**src/rtl/ultrasonic_echo_emu_if.sv**
```systemverilog
// Trigger/echo pin bundle between the ranging front-end (master) and the
// emulated sensor (slave).
interface ultrasonic_echo_emu_if;
  logic       trig;
  logic       target_en;
  logic [8:0] distance_cm;
  logic       ech;
  logic       busy;
  logic       trig_err;

  modport master (
    output trig, target_en, distance_cm,
    input  ech, busy, trig_err
  );

  modport slave (
    input  trig, target_en, distance_cm,
    output ech, busy, trig_err
  );
endinterface

```
**src/rtl/ultrasonic_echo_emu.sv**
```systemverilog
// Ultrasonic ranging sensor emulator: qualifies the trigger width, waits out
// the burst time, then returns an echo whose width encodes the target range.
module ultrasonic_echo_emu #(
  parameter int unsigned TRIG_MIN_CYC  = 270,
  parameter int unsigned BURST_DLY_CYC = 5400,
  parameter int unsigned CYC_PER_CM    = 1566,
  parameter int unsigned TIMEOUT_CYC   = 1026000,
  parameter int unsigned HOLDOFF_CYC   = 270000
) (
  input logic                  clk,
  input logic                  rst_n,
  ultrasonic_echo_emu_if.slave bus
);

  localparam logic [19:0] TRIG_MIN   = 20'(TRIG_MIN_CYC);
  localparam logic [20:0] BURST_LAST = 21'(BURST_DLY_CYC - 1);
  localparam logic [20:0] HOLD_LAST  = 21'(HOLDOFF_CYC - 1);
  localparam logic [20:0] CPC_W      = 21'(CYC_PER_CM);
  localparam logic [20:0] TIMEOUT_W  = 21'(TIMEOUT_CYC);

  typedef enum logic [2:0] {
    IDLE    = 3'd0,
    TRIG_HI = 3'd1,
    BURST   = 3'd2,
    ECHO    = 3'd3,
    HOLDOFF = 3'd4
  } state_t;

  state_t      state_q, state_d;
  logic        sync1_q, sync2_q;
  logic        trig_s;
  logic        armed_q, armed_d;
  logic [19:0] tw_q, tw_d;
  logic [20:0] cnt_q, cnt_d;
  logic [20:0] ew_q, ew_d;
  logic        ech_q, ech_d;
  logic        busy_q, busy_d;
  logic        err_q, err_d;

  // Out-of-range or absent targets give the timeout width; very near targets
  // clamp to 2 cm so the echo is never zero cycles wide.
  function automatic logic [20:0] echo_width_f(input logic en, input logic [8:0] d);
    logic [8:0] dc;
    if (!en || d > 9'd400) return TIMEOUT_W;
    dc = (d < 9'd2) ? 9'd2 : d;
    return 21'(dc) * CPC_W;
  endfunction

  assign trig_s = sync2_q;

  always_ff @(posedge clk) begin
    if (!rst_n) begin
      sync1_q <= 1'b0;
      sync2_q <= 1'b0;
      state_q <= IDLE;
      armed_q <= 1'b0;
      tw_q    <= '0;
      cnt_q   <= '0;
      ech_q   <= 1'b0;
      busy_q  <= 1'b0;
      err_q   <= 1'b0;
    end else begin
      sync1_q <= bus.trig;
      sync2_q <= sync1_q;
      state_q <= state_d;
      armed_q <= armed_d;
      tw_q    <= tw_d;
      cnt_q   <= cnt_d;
      ech_q   <= ech_d;
      busy_q  <= busy_d;
      err_q   <= err_d;
    end
  end

  always_ff @(posedge clk) begin
    ew_q <= ew_d;
  end

  always_comb begin
    state_d = state_q;
    armed_d = 1'b0;
    tw_d    = tw_q;
    cnt_d   = cnt_q;
    ew_d    = ew_q;
    err_d   = 1'b0;

    unique case (state_q)
      // armed only after trig_s is seen low here, so a held trigger is ignored
      IDLE: begin
        if (trig_s && armed_q) begin
          state_d = TRIG_HI;
          tw_d    = 20'd1;
        end else begin
          armed_d = armed_q | ~trig_s;
        end
      end
      TRIG_HI: begin
        if (trig_s) begin
          if (tw_q < TRIG_MIN) tw_d = tw_q + 20'd1;
        end else begin
          tw_d = '0;
          if (tw_q >= TRIG_MIN) begin
            state_d = BURST;
            cnt_d   = '0;
            ew_d    = echo_width_f(bus.target_en, bus.distance_cm);
          end else begin
            state_d = IDLE;
            err_d   = 1'b1;
          end
        end
      end
      BURST: begin
        if (cnt_q == BURST_LAST) begin
          state_d = ECHO;
          cnt_d   = '0;
        end else begin
          cnt_d = cnt_q + 21'd1;
        end
      end
      ECHO: begin
        if (cnt_q == ew_q - 21'd1) begin
          state_d = HOLDOFF;
          cnt_d   = '0;
        end else begin
          cnt_d = cnt_q + 21'd1;
        end
      end
      HOLDOFF: begin
        if (cnt_q == HOLD_LAST) begin
          state_d = IDLE;
          cnt_d   = '0;
        end else begin
          cnt_d = cnt_q + 21'd1;
        end
      end
      default: begin
        state_d = IDLE;
        cnt_d   = '0;
      end
    endcase

    // outputs follow the next state so they change on the same edge as it
    busy_d = (state_d != IDLE) && (state_d != TRIG_HI);
    ech_d  = (state_d == ECHO);
  end

  assign bus.ech      = ech_q;
  assign bus.busy     = busy_q;
  assign bus.trig_err = err_q;

endmodule

```
**src/flat_wrapper.sv**
```systemverilog
// flat-port wrapper written by rule: the top's interface ports become plain ports
module ultrasonic_echo_emu_flat 
#(
  parameter int unsigned TRIG_MIN_CYC  = 270,
  parameter int unsigned BURST_DLY_CYC = 5400,
  parameter int unsigned CYC_PER_CM    = 1566,
  parameter int unsigned TIMEOUT_CYC   = 1026000,
  parameter int unsigned HOLDOFF_CYC   = 270000
)
  (clk, rst_n, bus_trig, bus_target_en, bus_distance_cm, bus_ech, bus_busy, bus_trig_err);
  ultrasonic_echo_emu_if bus_i ();
  input logic clk;
  input logic rst_n;
  input wire logic [$bits(bus_i.trig)-1:0] bus_trig;
  input wire logic [$bits(bus_i.target_en)-1:0] bus_target_en;
  input wire logic [$bits(bus_i.distance_cm)-1:0] bus_distance_cm;
  output wire logic [$bits(bus_i.ech)-1:0] bus_ech;
  output wire logic [$bits(bus_i.busy)-1:0] bus_busy;
  output wire logic [$bits(bus_i.trig_err)-1:0] bus_trig_err;
  assign bus_i.trig = bus_trig;
  assign bus_i.target_en = bus_target_en;
  assign bus_i.distance_cm = bus_distance_cm;
  assign bus_ech = bus_i.ech;
  assign bus_busy = bus_i.busy;
  assign bus_trig_err = bus_i.trig_err;
  ultrasonic_echo_emu #(.TRIG_MIN_CYC(TRIG_MIN_CYC), .BURST_DLY_CYC(BURST_DLY_CYC), .CYC_PER_CM(CYC_PER_CM), .TIMEOUT_CYC(TIMEOUT_CYC), .HOLDOFF_CYC(HOLDOFF_CYC)) u_core (.clk(clk), .rst_n(rst_n), .bus(bus_i));
endmodule
```
**config.mk**
```make
export PLATFORM = sky130hd
export DESIGN_NAME = ultrasonic_echo_emu_flat
export DESIGN_NICKNAME = d
export VERILOG_FILES = /design/src/rtl/ultrasonic_echo_emu_if.sv /design/src/rtl/ultrasonic_echo_emu.sv /design/src/flat_wrapper.sv
export SDC_FILE = /design/constraint.sdc
export NUM_CORES = 1
export LEC_CHECK = 0
export ABC_AREA = 1
export CORE_MARGIN = 8
export CORE_UTILIZATION = 63
export CTS_CLUSTER_SIZE = 10
export DETAILED_ROUTE_END_ITERATION = 10
export PLACE_DENSITY = 0.81
export REMOVE_ABC_BUFFERS = 1
export SLEW_MARGIN = 30
export SYNTH_ARGS = -nofsm -noshare
export SYNTH_HDL_FRONTEND = slang
export SYNTH_SLANG_ARGS = --single-unit
```
**constraint.sdc**
```tcl
create_clock -name clk -period 6 [get_ports clk]
set_input_delay 0.6 -clock clk [delete_from_list [all_inputs] [get_ports clk]]
set_output_delay 0.6 -clock clk [all_outputs]
set_load 0.02 [all_outputs]
```
==> implementation parameters, run 1 <==
Parameter                              Value

Detailed routing
  Detailed-router iteration count before antenna repair    5
  Via density per instance    5.37
  Vias after detailed routing    4986
  Initial drt markers    278
  Remaining design rule violation count    0
  Post-route ant nets    0
  Average wire length per cell after detail routing    13.3 µm
  Total detailed-routing wirelength    12300 µm

Setup path
  Maximum fanout along the worst path    6
  Crit path launch type    input port
  Source of the worst register-to-register timing path    u_core.ew_q[1]$_SDFFCE_PP0P_
  Classification of the worst setup path    input port to flop
  CP arrival    5.32 ns
  Depth of the worst register-to-register path    15
  Data required time at the worst endpoint    6.09 ns
  R2r endpoint    u_core.cnt_q[14]$_SDFFE_PN0P_
  Setup crit end kind    flop
  Internal reg-to-reg setup slack    3.48 ns

STA
  Final setup viols    0
  Final setup TNS    0 ns
  Worst hold margin    0.437 ns
  Worst slew margin relative to its limit    51.8%
  Final period util    87.1%
  Peak Freq    191 MHz
  Unrepaired setup endpoints after global routing    no
  Tmin final    5.23 ns
  Final hold violations    0
  Slew Limit Fails    0
  Transition time of the tightest slew-check pin    0.723 ns
  Post-route clock skew    0.0151 ns

Global route
  Via count of the first global-routing pass    4885
  Global-route usage over all layers    20.2%
  Largest net degree at the start of global routing    29
  Total congestion overflow    0
  Wire length of the first global-routing pass    21100 µm
  Antenna violations before repair    0

Synthesis
  Mapped cell area    5660 µm²
  Synthesized flop and latch total    69
  Gate Count Post-Synth    802
  Async S/R FF share, synth    0%
  Dominant combinational cell family by area after synthesis    simple AND/OR/NAND/NOR gates
  Count of flip-flops with a built-in enable after synthesis    19
  Compound-cell area share of the yosys netlist    7.54%
  Adder-cell share of the synthesized area    18.5%
  Post-synthesis mux area share    0%
  Syn Area/Cell    7.05 µm²
  Proportion of synthesized chip area in sequential cells    27.8%
  Post-synthesis xor/xnor area fraction    3.96%
  Synth cell types    43
  Number of synthesis warnings    0
  Most common flop cell mapped by yosys    dfxtp_1
  Simple-gate portion of the synthesized area    31.2%

Finish
  Footprint of the multi-input gates    3460 µm²
  Nets    902
  Number of filler cells placed in the layout    723
  Area growth from synthesis to layout    7.36%
  Non-filler cells in the finished layout    928
  Layout cell share with drive strength beyond 1    5.61%
  Area occupied by registers    1570 µm²
  Count of inserted antenna diode cells    0

Power
  P_leak    2.91 nW
  Total power after layout    1.28 mW
  Power density relative to cell area    211 nW/µm²
  VDD IR max    0.000118 V

Run
  Number of violations of the max-capacitance limit    0

CTS
  Total number of H-tree levels    3
  Clock transition at the register clock pins on the worst setup and hold paths after CTS    0.08 ns
  Number of clock buffers inserted by TritonCTS    9
  Clock tree sinks    69
  Post-CTS setup-driven buffer insertion count    0
  # hold bufs at CTS    0
  Worst-skew pair later-pin latency    0.35 ns
  Root Buffer Master    clkbuf_8
  Buffer levels on the longest clock path    2
  CTS tree    built
  Quantity of gates resized following cts    0

Placement
  Final estimated routing congestion in global placement    0.884
  Half-perimeter wire length after placement    9920 µm
  Number of buffers added on ports    15
  Cell count after placement    912

Floorplanning
  Die area    12300 µm²
  Die Width    111 µm
  Placeable Area    8720 µm²
  Core Rows    34
  Die outline height    111 µm
  Initial core utilization    64.9%
  Number of ports placed on the die boundary    16

Outcome
  Result of the run    complete, no violations

Hold path
  Hold-critical path endpoint    u_core.sync2_q$_SDFF_PN0_
  Min-Delay Path Depth    2
  Hold/Removal Path Class    flop to flop
  Min-Delay Startpoint    u_core.sync1_q$_SDFF_PN0_
report_power, final:
part | internal [mW] | total, mW | switching (mW)
Sequential | 0.490 | 0.492 | 0.00199
Clock | 0.194 | 0.389 | 0.195
Combinational | 0.160 | 0.401 | 0.240
registers in the layout, summed over array words and instances (netlist names):
register	flops
u_core.state_q	3
u_core.sync2_q	1
u_core.armed_q	1
u_core.tw_q	20
u_core.sync1_q	1
u_core.bus.busy	1
u_core.bus.ech	1
u_core.bus.trig_err	1
u_core.ew_q	19
u_core.cnt_q	21
metal layers:
metal	up-vias	wire length (µm)	global-route usage, %
li1	2570	-	-
met1	2294	5530	23.0
met2	99	6140	36.3
met3	23	351	3.14
met4	0	318	8.29
met5	-	0	0
synthesized netlist by cell type, types with 6 or more instances:
library cell  instances  area (µm²)
xnor2_1               7        61.3
xor2_1               16         140
edfxtp_1             19         571
nor2_1               85         319
nor3_1               26         130
fa_1                 16         320
a21oi_1              32         160
nand2_1             184         691
nand4_1              17         106
nand3_1              53         265
ha_1                 58         726
o21ai_0              28         140
dfxtp_1              50        1000
nor2_2                6        37.5
inv_1               140         526
inv_2                 7        26.3
cells in the final DEF, fill, tap and decap left out, types with 5 or more instances in the layout:
master / n
a21oi_1: 32
clkbuf_8: 9
clkdlybuf4s50_1: 15
dfxtp_1: 50
edfxtp_1: 19
fa_1: 16
ha_1: 58
inv_1: 140
inv_2: 7
nand2_1: 184
nand3_1: 53
nand3b_1: 5
nand4_1: 17
nor2_1: 85
nor2_2: 6
nor2_4: 5
nor3_1: 26
o21ai_0: 28
or2_2: 5
xnor2_1: 7
xor2_1: 16
final cells by class:
type | count | share of cell area (%)
multi-input combinational | 572 | 57.0
sequential | 69 | 25.9
inverter | 148 | 9.15
timing repair buffer | 15 | 2.47
tap | 108 | 2.22
clock buffer | 9 | 2.04
clock inverter | 7 | 1.22
cells by family after synthesis:
kind of cell               count (synthesis)
buffers and inverters                    161
xor gates and xnor gates                  24
DFF                                       69
AOI/OAI and AO/OA                         77
and+or+nand+nor                          397
adders and majority gates                 74
through the flow:
stage                     worst slack (ns)  instance area [µm²]  util (%)
final                                0.775                 6070      69.7
after global routing                 0.468                 6070      69.7
after CTS                            0.785                 6070      69.7
after detailed placement             0.417                 5880      67.4
after global placement               0.598                 5880      67.4
after floorplan                       1.34                 5590         -
how the worst max path moves through the flow:
| stage | from | to | slack (ns) | cells after the start |
|---|---|---|---|---|
| floorplan | bus_distance_cm[5] | u_core.ew_q[17]$_SDFFCE_PP1P_ | 1.34 | 24 |
| global placement | bus_distance_cm[5] | u_core.ew_q[17]$_SDFFCE_PP1P_ | 0.60 | 25 |
| detailed placement | bus_distance_cm[5] | u_core.ew_q[17]$_SDFFCE_PP1P_ | 0.42 | 25 |
| CTS | bus_distance_cm[5] | u_core.ew_q[17]$_SDFFCE_PP1P_ | 0.78 | 25 |
| global route | bus_distance_cm[5] | u_core.ew_q[17]$_SDFFCE_PP1P_ | 0.47 | 25 |
| finish | bus_distance_cm[6] | u_core.ew_q[17]$_SDFFCE_PP1P_ | 0.77 | 25 |
critical path, cell delays in order:
cell	delay (ns)
clkdlybuf4s50_1	0.49
inv_1	0.08
ha_1	0.22
nand4_1	0.11
inv_1	0.10
nor2_1	0.24
inv_1	0.15
fa_1	0.55
inv_1	0.06
ha_1	0.27
ha_1	0.13
inv_1	0.06
fa_1	0.49
inv_1	0.04
ha_1	0.22
fa_1	0.41
nand3_1	0.10
nand2_1	0.05
inv_1	0.08
o21a_1	0.13
o21ai_0	0.11
a21boi_0	0.28
o21ai_0	0.14
xor2_1	0.15
nand2_1	0.07
No activity file was read; power rests on OpenSTA's default activity.
==> run 2: changes to the inputs <==
--- a/config.mk
+++ b/config.mk
@@ -8,7 +8,6 @@
 export ABC_AREA = 1
 export CORE_MARGIN = 8
 export CORE_UTILIZATION = 63
-export CTS_CLUSTER_SIZE = 10
 export DETAILED_ROUTE_END_ITERATION = 10
 export PLACE_DENSITY = 0.81
 export REMOVE_ABC_BUFFERS = 1
==> results of run 2 <==
The final DEF is identical to that of run 1; final timing and power are the same.
==> run 3: changes to the inputs <==
--- a/config.mk
+++ b/config.mk
@@ -6,10 +6,9 @@
 export NUM_CORES = 1
 export LEC_CHECK = 0
 export ABC_AREA = 1
-export CORE_MARGIN = 8
-export CORE_UTILIZATION = 63
+export CORE_UTILIZATION = 55
 export DETAILED_ROUTE_END_ITERATION = 10
-export PLACE_DENSITY = 0.81
+export PLACE_DENSITY = 0.72
 export REMOVE_ABC_BUFFERS = 1
 export SLEW_MARGIN = 30
 export SYNTH_ARGS = -nofsm -noshare
==> run 3 against run 2 <==
Compared with the run above: via count decreased by 1.5%; clock power rose by 12%; global-route usage increased by 4.0 points; die area shrank 13%; routed wire length down 3.2%; register-to-register slack better by 0.03 ns.
==> implementation parameters, run 3 (synthesized netlist as in run 1, its figures left out) <==
Parameter                              Value

Power
  VDD IR max    0.000136 V (+16%)
  P_leak    2.93 nW (+0.58%)
  Total power after layout    1.33 mW (+3.5%)
  Power density relative to cell area    216 nW/µm² (+2.4%)

Floorplanning
  Initial core utilization    57.4% (-7.5 points)
  Core Rows    36 (+5.9%)
  Placeable Area    9860 µm² (+13%)
  Number of ports placed on the die boundary    16 (unchanged)
  Die outline height    103 µm (-6.6%)
  Die Width    103 µm (-6.6%)
  Die area    10700 µm² (-13%)

Setup path
  Classification of the worst setup path    input port to flop
  Crit-path slowest cell    fa_1
  Top cell by count, worst path    inv_1
  Slowest cell delay on critical path    0.55 ns (about the same)
  Setup crit end kind    flop
  Critical path buffer and inverter count    8 (unchanged)
  Crit-path leading delay family    adder cells
  Crit path launch type    input port
  Data required time at the worst endpoint    6.10 ns (about the same)
  CP arrival    5.33 ns (about the same)
  Maximum fanout along the worst path    6 (unchanged)

STA
  Slew Limit Fails    0 (unchanged)
  Peak Freq    191 MHz (about the same)
  Worst slew margin relative to its limit    48.8% (-3.0 points)
  Final setup viols    0 (unchanged)
  Worst hold margin    0.428 ns (-0.00857 ns)
  Tmin final    5.23 ns (+0.00134 ns)
  Unrepaired setup endpoints after global routing    no
  Minimum setup slack in the final design    0.773 ns (-0.00135 ns)
  Final setup TNS    0 ns (unchanged)
  Post-route clock skew    0.0134 ns (-0.00169 ns)
  Transition time of the tightest slew-check pin    0.767 ns (+0.0442 ns)
  Final hold violations    0 (unchanged)
  Final period util    87.1% (about the same)

Placement
  Worst setup timing slack at the placement stage    0.402 ns (-0.0153 ns)
  Final estimated routing congestion in global placement    0.890 (+0.70%)
  Number of buffers added on ports    15 (unchanged)
  Half-perimeter wire length after placement    9760 µm (-1.6%)

Detailed routing
  Detailed-router iteration count before antenna repair    4 (-1)
  Post-route ant nets    0 (unchanged)
  Vias after detailed routing    4910 (-1.5%)
  Remaining design rule violation count    0 (unchanged)
  Initial drt markers    163 (-41%)
  Via density per instance    5.15 (-4.1%)
  Average wire length per cell after detail routing    12.5 µm (-5.7%)
  Total detailed-routing wirelength    11900 µm (-3.2%)

CTS
  CTS tree    built
  Clock transition at the register clock pins on the worst setup and hold paths after CTS    0.08 ns (about the same)
  Total number of H-tree levels    3 (unchanged)
  # hold bufs at CTS    0 (unchanged)
  Clock tree sinks    69 (unchanged)
  Quantity of gates resized following cts    0 (unchanged)
  Number of clock buffers inserted by TritonCTS    9 (unchanged)
  Root Buffer Master    clkbuf_8
  Buffer levels on the longest clock path    2 (unchanged)
  Post-CTS setup-driven buffer insertion count    0 (unchanged)
  Worst-skew pair later-pin latency    0.36 ns (about the same)

Hold path
  Hold/Removal Path Class    flop to flop

Finish
  Reg with most FFs    u_core.cnt_q
  Number of filler cells placed in the layout    909 (+26%)
  Count of inserted antenna diode cells    0 (unchanged)
  Nets    902 (unchanged)
  Area growth from synthesis to layout    8.45%
  Layout cell share with drive strength beyond 1    5.73% (+0.12 points)
  Commonest non-fill, non-tap cells in the layout    184 x nand2_1, 140 x inv_1, 85 x nor2_1
  Largest register FFs    21 (unchanged)
  Top flop regs    u_core.cnt_q (21), u_core.tw_q (20), u_core.ew_q (19)
  Most common cell after layout, fill and taps aside    nand2_1

Global route
  Wire length of the first global-routing pass    20000 µm (-5.2%)
  Via count of the first global-routing pass    4513 (-7.6%)
  Global-route usage over all layers    24.1% (+4.0 points)
  Total congestion overflow    0 (unchanged)
  Antenna violations before repair    0 (unchanged)
  Largest net degree at the start of global routing    29 (unchanged)

Run
  Number of violations of the max-capacitance limit    0 (unchanged)

Outcome
  Result of the run    complete, no violations
## run 3: per-stage QoR
stage / cells / util [%] / area, µm²
3_3_place_gp: 937 / 59.9 / 5910
5_1_grt: 953 / 62.2 / 6140
2_1_floorplan: 789 / - / 5590
4_1_cts: 953 / 62.2 / 6140
6_report: 953 / 62.2 / 6140
3_5_place_dp: 937 / 59.9 / 5910
## run 3: tightest hold or removal path, delay by kind of cell (launching register included)
kind	cells	cell delay (ns)
and+or+nand+nor	1	0.05
DFF	1	0.32
buffers and inverters	1	0.04
## run 3: area by class of cell
class | count | area, µm² | share of cell area [%]
clock inverters | 7 | 104 | 1.69
clock buffers | 9 | 124 | 2.02
well taps | 133 | 166 | 2.71
inverters | 148 | 556 | 9.05
flip-flops and latches | 69 | 1570 | 25.6
repair buffers | 15 | 150 | 2.45
multi-input cells | 572 | 3460 | 56.5
## run 3: report_power, final
group / total [mW] / switching (mW) / internal, mW
combinational: 0.399 / 0.239 / 0.160
sequential: 0.491 / 0.00171 / 0.490
clock: 0.435 / 0.196 / 0.240
total: 1.33 / 0.436 / 0.889
## run 3: path summary, 6_finish.rpt
path                                start                             to  slack (ns)  depth (start not counted)
max                    bus_distance_cm[5]  u_core.ew_q[17]$_SDFFCE_PP1P_        0.77                         25
min             u_core.sync1_q$_SDFF_PN0_      u_core.sync2_q$_SDFF_PN0_        0.43                          2
max reg2reg  u_core.ew_q[1]$_SDFFCE_PP0P_   u_core.cnt_q[9]$_SDFFE_PN0P_        3.51                         15
min reg2reg     u_core.sync1_q$_SDFF_PN0_      u_core.sync2_q$_SDFF_PN0_        0.43                          2
## run 3: per-layer routing
layer  vias up  global-route usage [%]  wire length (µm)  share of wire, %
li1       2575                       -                 -                 -
met1      2228                    29.4              5500                46
met2        90                    43.4              5820                49
met4         0                    9.64               218               1.8
met5         -                       0                 0                 0
met3        17                    2.76               408               3.4
==> edit 1, RTL diff (config.mk and constraints of run 3) <==
The 5 states of `state_t` get a one-hot encoding in 5 bits.
--- a/src/rtl/ultrasonic_echo_emu.sv
+++ b/src/rtl/ultrasonic_echo_emu.sv
@@ -20,8 +20,8 @@
 
-  typedef enum logic [2:0] {
-    IDLE    = 3'd0,
-    TRIG_HI = 3'd1,
-    BURST   = 3'd2,
-    ECHO    = 3'd3,
-    HOLDOFF = 3'd4
+  typedef enum logic [4:0] {
+    IDLE    = 5'b00001,
+    TRIG_HI = 5'b00010,
+    BURST   = 5'b00100,
+    ECHO    = 5'b01000,
+    HOLDOFF = 5'b10000
   } state_t;
Check against the original RTL: same outputs for any inputs over 10 cycles, from zero or initial values and one cycle with rst_n low; not proved beyond that.
==> edit 1 against run 3 <==
Register-to-register slack worse by 330 ps; first-iteration DRC count is 71% higher; synthesized cell count is 0.25% higher; global-route usage is 0.89 points higher; wire length is 7.7% higher; design area is 3.4% higher; sequential share of layout area is 0.22 points lower; highest routed layer unchanged; sequential cell count is 2 higher; synthesized area is 4.2% higher; clock skew is 3.6 ps lower; maximum frequency is 4.1% lower; total power is 0.48% higher; worst setup slack worse by 220 ps.
==> edit 1: results (changes against run 3) <==
* Status: completed
* First-pass GRT wire length at 22380 um (+12%)
* Vias per cell at 5.261 (+2.1%)
* GRT Total Usage at 25.03% (+0.89 points)
* Largest net degree at the start of global routing at 41 (+41%)
* Reported combinational group power at 450 uW (+13%)
* P_seq at 506 uW (+3%)
* Gp weighted congestion at 0.9204 (+3.4%)
* Post-Place Cells at 941 (+0.43%)
* Pint at 861.6 uW (-3.1%)
* Xor/xnor share of the synthesized area at 5.135% (+1.2 points)
* Arr. time, crit path at 5540 ps (+210 ps)
* Area contributors post-synth: dfxtp_1 18%, ha_1 12%, nand2_1 11%
* Sequential element share of the synthesized area at 27.33% (-0.45 points)
* Buffers added on ports at 15 (unchanged)
* Post-synth top cells: 168 x nand2_1, 139 x inv_1, 76 x nor2_1
* Leak at 2.866 nW (-2.2%)
* Biggest regs: u_core.cnt_q (21), u_core.tw_q (20), u_core.ew_q (19)
* R2r endpoint: u_core.cnt_q[5]
* Fin Hold WS at 422.4 ps (-5.899 ps)
* Slew of the pin with the lowest slew margin at 700.3 ps (-66.80 ps)
* Post-DP HPWL at 10300 um (+5.5%)
* Fillcell total at 980 (+7.8%)
* DR iter-0 viols at 279 (+71%)
* Maximum fanout along the worst path at 5 (-1)
* Post-CTS setup buffer count at 0 (unchanged)
* Mean Syn Cell Area at 7.334 um^2 (+4.0%)
* CP peak stage delay at 530 ps (-20 ps)
* Drt wl/cell at 13.44 um (+7.2%)
* Vias at 5035 (+2.5%)
* Synth Area in Compound Gates at 8.890% (+1.3 points)
* Synth Area in Adders at 18.54% (+0.057 points)
* Nets at 905 (+0.33%)
* Post-synthesis cell type count at 41 (-4.7%)
* Setup Skew at 9.823 ps (-3.565 ps)
* Worst R2R Setup Slack at 3180 ps (-330 ps)
* CP Launch Point: bus_distance_cm[3]
* CP Capture Point: u_core.ew_q[18]
## edit 1: cell types whose count changed in the layout (fill, tap and decap cells not counted), moves of 6 or more
cell     delta
nor2_1      -9
nand3_1    -11
a21oi_2    +18
nor3_1     -10
inv_2       -7
nand2_1    -16
nand2_2    +18
nor4_1      +6
## edit 1: layout make-up
class                      instances  area share (%)
inverter                         140           8.279
multi-input combinational        574           57.56
clock inverter                     6          0.7885
clock buffer                      10           2.346
sequential                        71           25.39
timing repair buffer              20           2.957
tap                              136           2.681
## edit 1: layer usage
metal,routed length [um],GRT usage [%]
met1,5847,29.84
met2,6279,44.50
met3,368,4.020
met4,366,10.71
met5,0,0
## edit 1: tightest hold or removal path, stage by stage, from the launching register on
cell	delay [ps]
dfxtp_1	320
nand2_1	50
inv_1	40
## edit 1: stage by stage
stage | cell area (um^2) | setup slack (ps)
after detailed placement | 6148 | 247.8
after floorplan | 5791 | 1201
after global placement | 6148 | 386.7
after CTS | 6347 | 623.3
final | 6347 | 551.5
after global routing | 6347 | 345.0
==> edit 2, RTL diff (settings of run 3) <==
Made on the original files. `CYC_PER_CM` is set to 1566 in 2 places; all go to 1024.
--- a/src/rtl/ultrasonic_echo_emu.sv
+++ b/src/rtl/ultrasonic_echo_emu.sv
@@ -5,3 +5,3 @@
   parameter int unsigned BURST_DLY_CYC = 5400,
-  parameter int unsigned CYC_PER_CM    = 1566,
+  parameter int unsigned CYC_PER_CM    = 1024,
   parameter int unsigned TIMEOUT_CYC   = 1026000,
--- a/src/flat_wrapper.sv
+++ b/src/flat_wrapper.sv
@@ -5,3 +5,3 @@
   parameter int unsigned BURST_DLY_CYC = 5400,
-  parameter int unsigned CYC_PER_CM    = 1566,
+  parameter int unsigned CYC_PER_CM    = 1024,
   parameter int unsigned TIMEOUT_CYC   = 1026000,
Formal check against the unedited RTL: same outputs for any inputs over 10 cycles, from zero or initial values and one cycle with rst_n low; that may be too few to reach the edited logic, so the function may still have changed.
==> edit 2 against run 3 <==
Wire length is 39% lower; total power is 40% lower; sequential cell count is 9 lower; worst hold slack worse by 7.7 ps; clock power is 18% lower; design area is 37% lower; non-clock buffer count stayed put; synthesized area is 38% lower; worst setup slack better by 3000 ps; largest cell class unchanged.
==> edit 2: results (changes against run 3) <==
* Status: completed
* DP Area at 0.003642 mm^2 (-38%)
* Largest net degree at the start of global routing at 34 (+17%)
* DR iter-0 viols at 141 (-13%)
* Clock-cell share at 5.145% (+1.4 points)
* Area of the multi-input gates at 0.001807 mm^2 (-48%)
* WP depth at 13 (-48%)
* CP peak stage delay at 510 ps (-40 ps)
* Biggest regs: u_core.cnt_q (21), u_core.tw_q (20), u_core.ew_q (10)
* Nets at 541 (-40%)
* Gp weighted congestion at 0.8394 (-5.7%)
* Power, Total at 799.8 uW (-40%)
* Post-DP HPWL at 5423 um (-44%)
* Post-synthesis cell type count at 38 (-12%)
* Register Area at 0.001301 mm^2 (-17%)
* Pre-CTS WS at 3521 ps (+3119 ps)
* GRT Total Usage at 24.64% (+0.49 points)
* DR WL met2 at 3295 um (-43%)
* FP Rows at 28 (-22%)
* Arr. time, crit path at 2380 ps (-2950 ps)
* Post-route design area at 0.003842 mm^2 (-37%)
* Number of global-route vias before repair at 2885 (-36%)
* Reg2reg path depth at 13 (-2)
* Sequential element share of the synthesized area at 37.20% (+9.4 points)
* Clock sink count at 60 (-13%)
* Reg power frac at 51.6% (+15 points)
* Post-synth top cells: 140 x nand2_1, 71 x inv_1, 53 x nor2_1
* Count of flip-flops with a built-in enable after synthesis at 10 (-9)
* Slowest cell on crit path: edfxtp_1
* Switch share at 22.45% (-10 points)
* Clock power frac at 44.5% (+12 points)
* Maximum fanout along the worst path at 20 (+14)
* Fillcell total at 595 (-35%)
* Vias per cell at 5.146 (-0.13%)
* Metal-1 WL at 3574 um (-35%)
==> edit 2: cell count changes in the layout (fill, tap and decap cells not counted), moves of 4 or more <==
cell | before | now
fa_1 | 16 | 0
nor3_1 | 26 | 14
nor2_1 | 85 | 52
nand2_1 | 184 | 140
edfxtp_1 | 19 | 10
nand3_1 | 53 | 28
nand4_1 | 17 | 10
ha_1 | 58 | 4
nor4_1 | 3 | 7
inv_1 | 140 | 70
o21ai_0 | 28 | 14
==> edit 2: cells by family after synthesis <==
logic type,Yosys count,synth area share (%)
and+or+nand+nor,283,37.12
xor gates and xnor gates,21,5.258
adders and majority gates,4,1.431
AOI/OAI and AO/OA,52,7.761
DFF,60,37.20
buffers and inverters,96,11.23
==> edit 2: final timing paths <==
kind	startpoint	end	slack [ps]
worst max-delay path	u_core.ew_q[9]	u_core.cnt_q[5]	3820
worst min-delay path	u_core.sync1_q	u_core.sync2_q	420
worst max register to register	u_core.ew_q[9]	u_core.cnt_q[5]	3820
worst min register to register	u_core.sync1_q	u_core.sync2_q	420
